==> src/rtl/sprite_scheduler.sv <==
// Sprite lookup scheduler. Arbitrates requesters onto the shared sprite ROM port.
// Same-sel lookups stream back to back; a sel switch waits for a two-cycle drain.
module sprite_scheduler #(
    parameter int N_REQ     = 4,
    parameter int BURST_MAX = 8,
    parameter int ADDR_W    = 10
) (
    input  logic                      i_clk,
    input  logic                      i_rst_n,
    input  logic [N_REQ-1:0]          i_req,
    input  logic [2*N_REQ-1:0]        i_req_sel,
    input  logic [ADDR_W*N_REQ-1:0]   i_req_addr,
    output logic [N_REQ-1:0]          o_gnt,
    output logic [1:0]                o_sel,
    output logic [ADDR_W-1:0]         o_addr,
    input  logic [7:0]                i_pixel_color,
    output logic                      o_rsp_valid,
    output logic [1:0]                o_rsp_id,
    output logic [7:0]                o_rsp_color,
    output logic                      o_busy
);

    localparam int              BW        = $clog2(BURST_MAX + 1);
    localparam logic [BW-1:0]   BURST_TOP = BW'(BURST_MAX);
    localparam logic [BW-1:0]   BURST_ONE = BW'(1);

    typedef enum logic [1:0] {
        IDLE   = 2'd0,
        STREAM = 2'd1,
        DRAIN  = 2'd2
    } state_t;

    state_t              state_q, state_d;
    logic [1:0]          sel_q, sel_d;
    logic [ADDR_W-1:0]   addr_q, addr_d;
    logic [2:0]          v_q, v_d;
    logic [2:0][1:0]     id_q, id_d;
    logic                rsp_valid_q, rsp_valid_d;
    logic [1:0]          rsp_id_q, rsp_id_d;
    logic [BW-1:0]       burst_q, burst_d;
    logic [1:0]          ptr_q, ptr_d;

    logic [N_REQ-1:0]    req_match;
    logic [N_REQ-1:0]    req_diff;
    logic [N_REQ-1:0]    pick_mask;
    logic [N_REQ-1:0]    gnt;
    logic                sw_ok;
    logic                burst_sat;
    logic [1:0]          gnt_id;
    logic [1:0]          gnt_sel;
    logic [ADDR_W-1:0]   gnt_addr;

    // First set bit of mask searching upward from the requester after ptr.
    function automatic logic [N_REQ-1:0] rr_pick(input logic [N_REQ-1:0] mask,
                                                 input logic [1:0]       ptr);
        logic [N_REQ-1:0] pick;
        pick = '0;
        for (int k = 1; k <= N_REQ; k++) begin
            for (int i = 0; i < N_REQ; i++) begin
                if (pick == '0 && mask[i] && i == (int'(ptr) + k) % N_REQ) begin
                    pick[i] = 1'b1;
                end
            end
        end
        return pick;
    endfunction

    always_comb begin
        req_match = '0;
        for (int i = 0; i < N_REQ; i++) begin
            req_match[i] = i_req[i] && (i_req_sel[2*i +: 2] == sel_q);
        end
        req_diff = i_req & ~req_match;
    end

    // The ROM still samples sel while a lookup sits in v[0] or v[1].
    assign sw_ok     = ~v_q[0] & ~v_q[1];
    assign burst_sat = (burst_q >= BURST_TOP);

    always_comb begin
        state_d   = state_q;
        pick_mask = '0;
        case (state_q)
            IDLE: begin
                if (|i_req) begin
                    state_d   = STREAM;
                    pick_mask = sw_ok ? i_req : req_match;
                end
            end
            STREAM: begin
                if (!(|i_req)) begin
                    state_d = IDLE;
                end else if (|req_diff && (burst_sat || !(|req_match))) begin
                    if (sw_ok) begin
                        pick_mask = req_diff;
                    end else begin
                        state_d = DRAIN;
                    end
                end else begin
                    pick_mask = sw_ok ? i_req : req_match;
                end
            end
            DRAIN: begin
                if (!(|i_req)) begin
                    state_d = IDLE;
                end else if (!(|req_diff)) begin
                    state_d = STREAM;
                end else if (sw_ok) begin
                    state_d   = STREAM;
                    pick_mask = req_diff;
                end
            end
            default: state_d = IDLE;
        endcase
        gnt = rr_pick(pick_mask, ptr_q);
    end

    always_comb begin
        gnt_id   = '0;
        gnt_sel  = '0;
        gnt_addr = '0;
        for (int i = 0; i < N_REQ; i++) begin
            if (gnt[i]) begin
                gnt_id   = 2'(i);
                gnt_sel  = i_req_sel[2*i +: 2];
                gnt_addr = i_req_addr[ADDR_W*i +: ADDR_W];
            end
        end

        sel_d   = sel_q;
        addr_d  = addr_q;
        ptr_d   = ptr_q;
        burst_d = burst_q;
        if (|gnt) begin
            sel_d  = gnt_sel;
            addr_d = gnt_addr;
            ptr_d  = gnt_id;
            if (gnt_sel != sel_q || state_q == IDLE) begin
                burst_d = BURST_ONE;
            end else if (!burst_sat) begin
                burst_d = burst_q + BURST_ONE;
            end
        end

        v_d         = {v_q[1:0], |gnt};
        id_d        = {id_q[1], id_q[0], gnt_id};
        rsp_valid_d = v_q[2];
        rsp_id_d    = id_q[2];
    end

    always_ff @(posedge i_clk or negedge i_rst_n) begin
        if (!i_rst_n) begin
            state_q     <= IDLE;
            sel_q       <= '0;
            addr_q      <= '0;
            v_q         <= '0;
            id_q        <= '0;
            rsp_valid_q <= 1'b0;
            rsp_id_q    <= '0;
            burst_q     <= '0;
            ptr_q       <= 2'(N_REQ - 1);
        end else begin
            state_q     <= state_d;
            sel_q       <= sel_d;
            addr_q      <= addr_d;
            v_q         <= v_d;
            id_q        <= id_d;
            rsp_valid_q <= rsp_valid_d;
            rsp_id_q    <= rsp_id_d;
            burst_q     <= burst_d;
            ptr_q       <= ptr_d;
        end
    end

    // Grant is combinational, so it must be masked while reset is held.
    assign o_gnt       = i_rst_n ? gnt : '0;
    assign o_sel       = sel_q;
    assign o_addr      = addr_q;
    assign o_rsp_valid = rsp_valid_q;
    assign o_rsp_id    = rsp_id_q;
    assign o_rsp_color = i_pixel_color;
    assign o_busy      = (|v_q) | rsp_valid_q;

endmodule

==> config.mk <==
export PLATFORM = sky130hd
export DESIGN_NAME = sprite_scheduler
export DESIGN_NICKNAME = d
export VERILOG_FILES = /design/src/rtl/sprite_scheduler.sv
export SDC_FILE = /design/constraint.sdc
export NUM_CORES = 1
export LEC_CHECK = 0
export CAP_MARGIN = 40
export CORE_ASPECT_RATIO = 0.5
export CORE_MARGIN = 1
export CORE_UTILIZATION = 63
export DETAILED_ROUTE_END_ITERATION = 8
export DONT_BUFFER_PORTS = 1
export PLACE_DENSITY = 0.79
export SLEW_MARGIN = 25
export SYNTH_ARGS = -nofsm -noshare
export SYNTH_HDL_FRONTEND = slang
export SYNTH_SLANG_ARGS = --single-unit
==> constraint.sdc <==
create_clock -name i_clk -period 4.1 [get_ports i_clk]
set_input_delay 0.205 -clock i_clk [delete_from_list [all_inputs] [get_ports i_clk]]
set_output_delay 0.205 -clock i_clk [all_outputs]
set_load 0.02 [all_outputs]
### Word level (Yosys, flattened, before mapping)

Index checks and enable logic that the tools add are counted.

| operators by class | value |
|---|---|
| muxes and demuxes | 46 |
| bitwise operators | 11 |
| reductions and logical operators | 69 |
| $add $sub $neg | 5 |
| divide/modulo/power cells | 0 |
| multiply operators | 0 |
| equality and inequality tests | 24 |
| $lt $le $gt $ge | 1 |
| shift operators | 0 |

Operators with widths:

| cell | number |
|---|---|
| 32-bit zero test | 4 |
| 4-bit zero test | 12 |
| 10-bit two-way mux | 4 |
| 4-bit two-way mux | 10 |
| 1-bit logical AND | 36 |
| 2-bit two-way mux | 13 |
| 3-bit equality test (first input constant) | 8 |
| 1-bit two-way mux | 17 |
| 4-bit OR reduction | 4 |
| 2-bit by 3-bit equality test with 1-bit output (first input constant) | 4 |
| 4-bit one-hot mux with 3 select lines | 1 |
| 2-bit equality test | 4 |
| 2-bit OR reduction | 4 |
| 3-bit != test (second input constant) | 2 |
| 2-bit one-hot mux with 3 select lines | 1 |
| 2-bit by 1-bit adder with 2-bit output (second input constant) | 2 |
| 2-bit adder (second input constant) | 2 |
| 4-bit by 1-bit adder with 4-bit output (second input constant) | 1 |
| 1-bit bitwise AND (first input constant) | 4 |
| 4-bit bitwise AND | 1 |
| 4-bit greater-or-equal comparator (second input constant) | 1 |
| 2-bit zero test | 2 |
| 4-bit != test (second input constant) | 1 |
| 4-bit NOT | 1 |
| 14 further kinds | 17 |

| storage, ports and cells | value |
|---|---|
| ROM bits | 0 |
| bits in writable memories | 0 |
| word-level logic and storage cells | 167 |
| latch bits | 0 |
| output and inout port bits | 28 |
| register bits after elaboration | 32 |
| bits of input ports | 62 |
| memories kept | 0 |

### Depth between registers and ports, before layout

Gate-level depths: netlist of the first run.

| logic depth | value |
|---|---|
| depth after elaboration | 76 |
| mapped depth | 11 |
| mapped depth without buffers | 10 |

### Least setup slack after synthesis of the first run

Ideal clock, no wire load.

| timing path | value |
|---|---|
| path type | flip-flop to flip-flop |
| start | register sel_q[0], in the netlist o_sel[0] |
| end | register burst_q[1] |
| data arrival time | 2.863 ns |
| required time | 3.979 ns |
| slack | 1.116 ns |
| stages on the path, launching flop included | 12 |
| period minus slack after synthesis | 2.984 ns |
| path buffers | 1 |
| setup time | 0.121 ns |
| cells stage by stage | dfrtp_1 buf_6 xnor2_2 a21boi_2 or4_4 a31oi_2 a211oi_2 a32oi_1 a21oi_1 o31ai_4 nor3_1 a22o_1 |

| between the ends | value |
|---|---|
| cells in the longest elaborated chain, start to end | 76 |
| elaborated cells on any way between the ends | 95 |
| classes of those cells | eq/ne (6); mux (29); bitwise (3); reduce/logical (57) |

RTL lines:

| what | RTL line | text |
|---|---|---|
| start, declared | 34 | `logic [1:0] sel_q, sel_d;` |
| start signal, assigned | 164 | `sel_q <= sel_d;` |
| 2-bit equality test | 71 | `req_match[i] = i_req[i] && (i_req_sel[2*i +: 2] == sel_q);` |
| 1-bit logical AND | 71 |  |
| 4-bit NOT / 4-bit OR reduction (equally long branches) | 73, 93 |  |
| 4-bit bitwise AND / 1-bit zero test (equally long branches) | 73, 93 |  |
| 4-bit OR reduction / 1-bit logical OR (equally long branches) | 93, 106 |  |
| 1-bit logical AND | 93 | `end else if (\|req_diff && (burst_sat \|\| !(\|req_match))) begin` |
| 4-bit two-way mux | 93 |  |
| 4-bit two-way mux | 91 | `if (!(\|i_req)) begin` |
| (+59 left out) | - |  |
| 4-bit zero test | 60 | `if (pick == '0 && mask[i] && i == (int'(ptr) + k) % N_REQ) begin` |
| 1-bit logical AND (2 in series) | 60 |  |
| 1-bit two-way mux | 60 |  |
| 2-bit two-way mux | 123 | `if (gnt[i]) begin` |
| 2-bit != test | 138 | `if (gnt_sel != sel_q \|\| state_q == IDLE) begin` |
| 1-bit logical OR | 138 |  |
| 2-bit by 1-bit != test with 1-bit output (no line) | - |  |
| 2-bit AND reduction (no line) | - |  |
| end signal, assigned | 170 | `burst_q <= burst_d;` |
| end, declared | 40 | `logic [BW-1:0] burst_q, burst_d;` |

Several ways; a longest one is shown, not always the timed one.
A chain may end at the register's enable or synchronous reset.

### Worst setup path after layout of the first run

| timing path | value |
|---|---|
| start | register sel_q[1], in the netlist o_sel[1] |
| end | register sel_q[0], in the netlist o_sel[0] |

| between the ends | value |
|---|---|
| cells in the longest elaborated chain, start to end | 72 |
| elaborated cells on any way between the ends | 90 |
| classes of those cells | eq/ne (4); mux (28); bitwise (3); reduce/logical (55) |

RTL lines:

| what | RTL line |
|---|---|
| 2-bit equality test | 71 |
| 1-bit logical AND | 71 |
| 4-bit NOT / 4-bit OR reduction (equally long branches) | 73, 93 |
| 4-bit bitwise AND / 1-bit zero test (equally long branches) | 73, 93 |
| 4-bit OR reduction / 1-bit logical OR (equally long branches) | 93, 106 |
| 1-bit logical AND | 93 |
| 4-bit two-way mux | 93 |
| 4-bit two-way mux | 91 |
| (+54 left out) | - |
| 1-bit two-way mux | 60 |
| 4-bit zero test | 60 |
| 1-bit logical AND (2 in series) | 60 |
| 1-bit two-way mux | 60 |
| 4-bit zero test | 60 |
| 1-bit logical AND (2 in series) | 60 |
| 1-bit two-way mux | 60 |
| 4-bit OR reduction / 2-bit two-way mux (equally long branches) | 134, 123 |

Mark *: on every way between the ends. The rest lies on a longest branch, timed or not.

==> flow_summary_export.csv, run 1 <==
group,metric,value,unit
detailed_routing,vias,1803,
power,ir_drop,0.652,mV
sta,period_share,87.1,%
logic_synthesis,synth.avg_cell_area,9.90,um^2
power,p_int,1.15,mW
critical_path,slowest_stage,"dfrtp_1",
critical_path,worstPathCellList,"xnor2_1 > a21boi_2 > or4_4 > a31oi_2 > a221oi_1 > or2_1 > nor3_4 > nand2_1 > a41oi_1",
detailed_routing,routed_wirelength,5350,um
clocking,cts_hold_buf,2,
clocking,clkLatencyLatePin,0.29,ns
final_layout,area_growth,3.80,%
power,swShare,50.4,%
critical_path,worst_ep_required_time,4.31,ns
sta,worstMarginPinSlew,0.607,ns
logic_synthesis,synth_warnings,0,
die,initial_core_util,68.6,%
die,die-area,3650,um^2
die,die_w,84.4,um
logic_synthesis,synth_top_area_share,35.1,%
detailed_routing,drtIter0Drc,263,
final_layout,nFillCells,248,
critical_path,cp-start-kind,"flop",
logic_synthesis,async_flop_share,100,%
final_layout,instances_no_fill,252,
logic_synthesis,synth_seq_cells,32,
sta,fin_hold_ws,0.0657,ns
detailed_routing,wl_per_cell,21.2,um
final_layout,final_cell_mix,"dfrtp_1 (30), nor2_1 (15), nand2_1 (14)",
power,p_sw,1.17,mW
clocking,cts_resized,0,
logic_synthesis,yosys.area.top_type,"dfrtp_1",
critical_path,crit_type,"flop to flop",
power,p_per_area,1050,nW/um^2
global_route,grt_pass1_vias,1678,
die,ios,90,
sta,maxSlewViolCount,0,
final_layout,nNetsFinal,275,
placed_design,place_inst,242,
die,die_h,43.2,um
power,p_seq_share,30.8,%
die,rows,14,
detailed_routing,drc,2,
critical_path,critical_path_buf_inv_count,0,
die,coreArea,3120,um^2
clocking,root_buffer,"clkbuf_8",
global_route,grt_usage,31.8,%
global_route,grt_max_degree,33,
clocking,clkSlewWorstSetupHoldPaths,0.07,ns
sta,fmax,0.280,GHz
logic_synthesis,synth_nets,280,
outcome,outcome,"finished with violations",
global_route,antenna_found_initial,0,
global_route,overflow,0,
clocking,cts_setup_buffers,0,
placed_design,gp_congestion,0.949,
logic_synthesis,synthCells,216,
outcome,violations,"DRC",
critical_path,worstPathArrival,3.78,ns
job,cap_viol_max_count,0,
final_layout,final_common_cell,"dfrtp_1",
clocking,htree_levels,2,
final_layout,layout-drive-gt1-share,16.0,%
clocking,cts_sinks,32,
min_path,hp-class,"input port to flop",
sta,rsz0062_at_grt,"false",
final_layout,multi_input_area,1190,um^2
detailed_routing,dr.pass1.iters,8,
sta,final.min_clock_period,3.57,ns
clocking,cts_max_path_buffers,2,
critical_path,critPathMaxStageDelay,0.57,ns
final_layout,ff_latch_area,803,um^2
clocking,cts_tree,"yes",
critical_path,worst_setup_path_end_kind,"flop",
detailed_routing,drtAntennaViolNets,0,
logic_synthesis,synth_area_leaders,"dfrtp_1 (35%), a222oi_1 (4.7%), buf_4 (3.2%)",
power,p_comb_share,58.1,%
logic_synthesis,synth-seq-area-share,37.6,%
placed_design,port_buffers,0,
placed_design,hpwl,3940,um
placed_design,post-place-ws,0.572,ns
critical_path,crit_path_max_fanout,13,
logic_synthesis,synth_cell_types,68,
logic_synthesis,synth_edf_count,0,
sta,finalSetupTns,0,ns
critical_path,crit_family,"simple AND/OR/NAND/NOR gates",
final_layout,n_antenna_cell,0,
power,p_leak,0.898,nW
sta,finalHoldViolations,0,
logic_synthesis,synth_flop_cell,"dfrtp_1",
sta,skew,0.00472,ns
sta,report.final.setup_viol,0,
logic_synthesis,syn_area,2140,um^2
global_route,grt_pass1_wl,8580,um
detailed_routing,vias_per_cell,7.15,
sta,setup_slack,0.530,ns
sta,max_slew_margin,59.2,%
power,p_clk_share,11.1,%
clocking,cts_inserted_buffers,5,
-- metrics by stage --
stage,area [um^2],total power [mW],utilization (%)
CTS,2220,2.31,71.2
finish,2220,2.33,71.2
global placement,2090,2.01,67.0
global route,2220,2.48,71.2
detailed placement,2100,2.04,67.3
floorplan,2140,1.80,-
-- state kept, by name, summed over array words and instances (netlist names) --
| register | count |
|---|---|
| o_addr | 10 |
| burst_q | 4 |
| id_d | 4 |
| v_q | 3 |
| o_rsp_id | 2 |
| o_sel | 2 |
| ptr_q | 2 |
| rsp_id_d | 2 |
| state_q | 2 |
| o_rsp_valid | 1 |
-- routing by layer --
metal / vias to the layer above / track usage (%) / part of all wire, %
met5: - / 0 / 0
met4: 0 / 12.9 / 1.7
met3: 11 / 8.17 / 7.4
met2: 99 / 52.1 / 47
met1: 866 / 40.9 / 44
li1: 827 / - / -
-- path summary, 6_finish.rpt --
kind	cells after the start	end	slack, ns	start
max	9	o_sel[0]$_DFFE_PN0P_	0.53	o_sel[1]$_DFFE_PN0P_
min	2	o_addr[8]$_DFFE_PN0P_	0.07	i_req_addr[38]
max reg2reg	9	o_sel[0]$_DFFE_PN0P_	0.53	o_sel[1]$_DFFE_PN0P_
min reg2reg	0	id_d[5]$_DFF_PN0_	0.35	id_d[3]$_DFF_PN0_
max in group asynchronous	2	ptr_q[1]$_DFFE_PN1P_	3.47	i_rst_n
min in group asynchronous	2	o_sel[0]$_DFFE_PN0P_	0.40	i_rst_n
-- final cells by class --
class                      count  share of cell area, %
timing repair buffer           5                   2.37
inverter                       8                   1.35
tap                           40                   2.25
multi-input combinational    159                   53.7
clock inverter                 2                  0.451
clock buffer                   6                   3.72
sequential                    32                   36.2
-- power by group through the flow --
stage | Combinational [mW] | Sequential (mW) | Clock, mW
after CTS | 1.33 | 0.716 | 0.257
after global routing | 1.47 | 0.737 | 0.268
final | 1.35 | 0.717 | 0.258
after global placement | 1.30 | 0.715 | 0
after floorplan | 1.14 | 0.656 | 0
after detailed placement | 1.31 | 0.722 | 0
-- cells in the mapped netlist, drive strengths merged (4+ instances only) --
| cell type | count |
|---|---|
| dfrtp | 30 |
| inv | 8 |
| and2 | 9 |
| a41oi | 4 |
| a21boi | 4 |
| a21oi | 8 |
| a31oi | 9 |
| xnor2 | 8 |
| buf | 12 |
| a222oi | 10 |
| nand2 | 14 |
| o21ai | 11 |
| a211oi | 4 |
| nand3 | 9 |
| nor2 | 15 |
| clkbuf | 5 |
-- cell families after synthesis --
logic type / after synthesis / share of synthesized area, %
AO/OA/AOI/OAI: 83 / 33.9
buffers and inverters: 25 / 6.73
flip-flops: 32 / 37.6
adder cells (fa/ha/maj): 2 / 1.17
multiplexers: 1 / 0.468
AND/OR/NAND/NOR: 64 / 15.7
XOR/XNOR: 9 / 4.39
Note: power is estimated with default switching activity, not from simulation.
==> run 2, diff against run 1 <==
ABC_AREA = 1   (was not set)
CORE_UTILIZATION = 64   (was 63)
PLACE_DENSITY = 0.8   (was 0.79)
==> flow_summary_export.csv, run 2 <==
group,metric,value,unit
logic_synthesis,synth-seq-area-share,34.4,%
global_route,grt_usage,28.9,%
logic_synthesis,synth.area.mux_share,0,%
die,die_h,44.7,um
final_layout,final_common_cell,"nand2_1",
die,rows,15,
clocking,clkLatencyLatePin,0.28,ns
logic_synthesis,synth_nets,383,
logic_synthesis,synth_flop_cell,"dfrtp_1",
logic_synthesis,synth_edf_count,0,
final_layout,ff_latch_area,806,um^2
logic_synthesis,synth_top_family_by_area,"simple AND/OR/NAND/NOR gates",
min_path,hp-class,"input port to flop",
logic_synthesis,synth.most_common_cell,"nand2_1",
power,p_clk_share,9.9,%
placed_design,post-place-ws,0.0109,ns
critical_path,worst_ep_required_time,4.27,ns
detailed_routing,drtIter0Drc,149,
power,ir_drop,0.414,mV
logic_synthesis,synth_area_leaders,"dfrtp_1 (32%), nand2_1 (13%), inv_1 (6.4%)",
final_layout,area_growth,18.3,%
critical_path,crit_path_max_fanout,6,
sta,report.final.setup_viol,0,
sta,maxSlewViolCount,0,
critical_path,slowest_stage,"dfrtp_2",
sta,skew,0.00467,ns
final_layout,layout-drive-gt1-share,34.1,%
global_route,overflow,0,
sta,max_slew_margin,69.1,%
logic_synthesis,synth.avg_cell_area,7.32,um^2
critical_path,worstPathArrival,4.12,ns
die,coreArea,3450,um^2
clocking,cts_sinks,32,
power,p_seq_share,23.2,%
detailed_routing,vias_per_cell,5.89,
sta,fmax,0.253,GHz
power,p_comb_share,66.8,%
logic_synthesis,syn_area,2330,um^2
final_layout,n_antenna_cell,0,
die,ios,90,
power,power.total,2.97,mW
logic_synthesis,synth_top_area_share,32.2,%
logic_synthesis,synth_xor_area_share,1.45,%
sta,final.min_clock_period,3.95,ns
placed_design,gp_congestion,0.995,
outcome,outcome,"finished, final reports clean",
global_route,antenna_found_initial,0,
detailed_routing,wl_per_cell,16.5,um
logic_synthesis,yosys.area_share.simple,38.3,%
sta,rsz0062_at_grt,"true",
die,die-area,3910,um^2
power,p_per_area,1080,nW/um^2
detailed_routing,routed_wirelength,6340,um
die,initial_core_util,67.6,%
final_layout,final_cell_mix,"nand2_1 (66), inv_1 (40), nand2_2 (32)",
global_route,grt_max_degree,33,
logic_synthesis,async_flop_share,100,%
logic_synthesis,netlist_top_cells_count,"nand2_1 (79), inv_1 (40), dfrtp_1 (30), nand2_2 (24), nor2_1 (24)",
logic_synthesis,synth_cell_types,34,
critical_path,critPathMaxStageDelay,0.45,ns
critical_path,cpMostUsedCell,"nand2_2",
detailed_routing,drtAntennaViolNets,0,
sta,setup_slack,0.149,ns
final_layout,multi_input_area,1430,um^2
clocking,htree_levels,2,
power,p_leak,1.36,nW
logic_synthesis,yosys.area.top_type,"dfrtp_1",
logic_synthesis,synth_warnings,0,
critical_path,worst_setup_path_end_kind,"flop",
logic_synthesis,synth_compound_area_share,13.5,%
power,swShare,52.9,%
logic_synthesis,synthAdderAreaFrac,1.07,%
final_layout,nNetsFinal,397,
sta,finalHoldViolations,0,
final_layout,nFillCells,229,
logic_synthesis,synth_seq_cells,32,
logic_synthesis,synthCells,319,
global_route,grt_pass1_wl,8380,um
sta,worstMarginPinSlew,0.465,ns
critical_path,cp-start-kind,"flop",
detailed_routing,dr.pass1.iters,5,
final_layout,instances_no_fill,385,
final_layout,largest_reg_flops,10,
placed_design,port_buffers,0,
detailed_routing,vias,2268,
clocking,cts_max_path_buffers,2,
global_route,grt_pass1_vias,1826,
power,p_sw,1.57,mW
placed_design,hpwl,4310,um
clocking,clkSlewWorstSetupHoldPaths,0.07,ns
power,p_int,1.40,mW
clocking,cts_inserted_buffers,5,
die,die_w,87.4,um
placed_design,place_inst,362,
sta,period_share,96.4,%
detailed_routing,drc,0,
job,cap_viol_max_count,0,
clocking,root_buffer,"clkbuf_8",
critical_path,crit_type,"flop to flop",
clocking,cts_tree,"yes",
[run 2: logic make-up (layout without fill, tap and decap cells)]
family	count (synthesis)	after routing
AOI/OAI and AO/OA	43	43
xor gates and xnor gates	3	3
adders and majority gates	2	2
buffers and inverters	61	76
DFF	32	32
and+or+nand+nor	178	178
[run 2: path summary, 6_finish.rpt]
check,slack [ns],from,endpoint,depth (start not counted)
hold / removal,0.06,i_req_addr[35],o_addr[5]$_DFFE_PN0P_,2
hold reg to reg,0.35,id_d[2]$_DFF_PN0_,id_d[4]$_DFF_PN0_,0
max in group asynchronous,3.46,i_rst_n,ptr_q[1]$_DFFE_PN1P_,2
setup reg to reg,0.15,o_sel[1]$_DFFE_PN0P_,burst_q[1]$_DFFE_PN0P_,35
setup / recovery,0.15,o_sel[1]$_DFFE_PN0P_,burst_q[1]$_DFFE_PN0P_,35
min in group asynchronous,0.40,i_rst_n,burst_q[2]$_DFFE_PN0P_,2
[run 2: what timing repair did]
action | CTS | global route
pin swaps | 0 | 27
endpoints found under the hold margin | 32 | 0
setup buffers | 0 | 13
hold buffers | 2 | 0
endpoints found under the setup margin | 3 | 21
gates resized for setup | 4 | 37
[run 2: area by class of cell]
cell class / count / area share, %
Inverter: 47 / 6.39
Timing Repair Buffer: 21 / 6.39
Tap cell: 51 / 2.31
Sequential cell: 32 / 29.2
Multi-Input combinational cell: 226 / 51.8
Clock inverter: 2 / 1.27
Clock buffer: 6 / 2.63
[run 2: metal layers]
| layer | vias to the layer above | routed length (um) | part of all wire (%) | track usage [%] |
|---|---|---|---|---|
| li1 | 1042 | - | - | - |
| met2 | 129 | 3110 | 49 | 50.9 |
| met5 | - | 0 | 0 | 0 |
| met1 | 1074 | 2470 | 39 | 37.3 |
| met4 | 0 | 120 | 1.9 | 5.90 |
| met3 | 23 | 637 | 10 | 6.76 |
[run 2: per-stage QoR]
stage	cell area [um^2]	hold WS (ns)	setup TNS (ns)	utilization (%)
6_report	2760	0.0579	0	80.0
3_5_place_dp	2360	-0.0898	0	68.2
5_1_grt	2760	0.0594	-0.984	80.0
2_1_floorplan	2330	-0.0906	0	-
3_3_place_gp	2360	-0.0898	0	68.2
4_1_cts	2510	0.0539	0	72.7
[run 2: critical path: cells and delay by family (launching register included)]
| kind | cells | cell delay [ns] |
|---|---|---|
| and+or+nand+nor | 31 | 2.70 |
| AOI/OAI and AO/OA | 3 | 0.54 |
| buffers and inverters | 1 | 0.15 |
| DFF | 1 | 0.45 |
[run 2: power groups by stage]
stage | combinational (mW) | sequential, mW | clock [mW]
finish | 1.98 | 0.690 | 0.295
global route | 2.16 | 0.709 | 0.310
CTS | 1.68 | 0.683 | 0.300
detailed placement | 1.66 | 0.685 | 0
global placement | 1.60 | 0.680 | 0
floorplan | 1.34 | 0.656 | 0
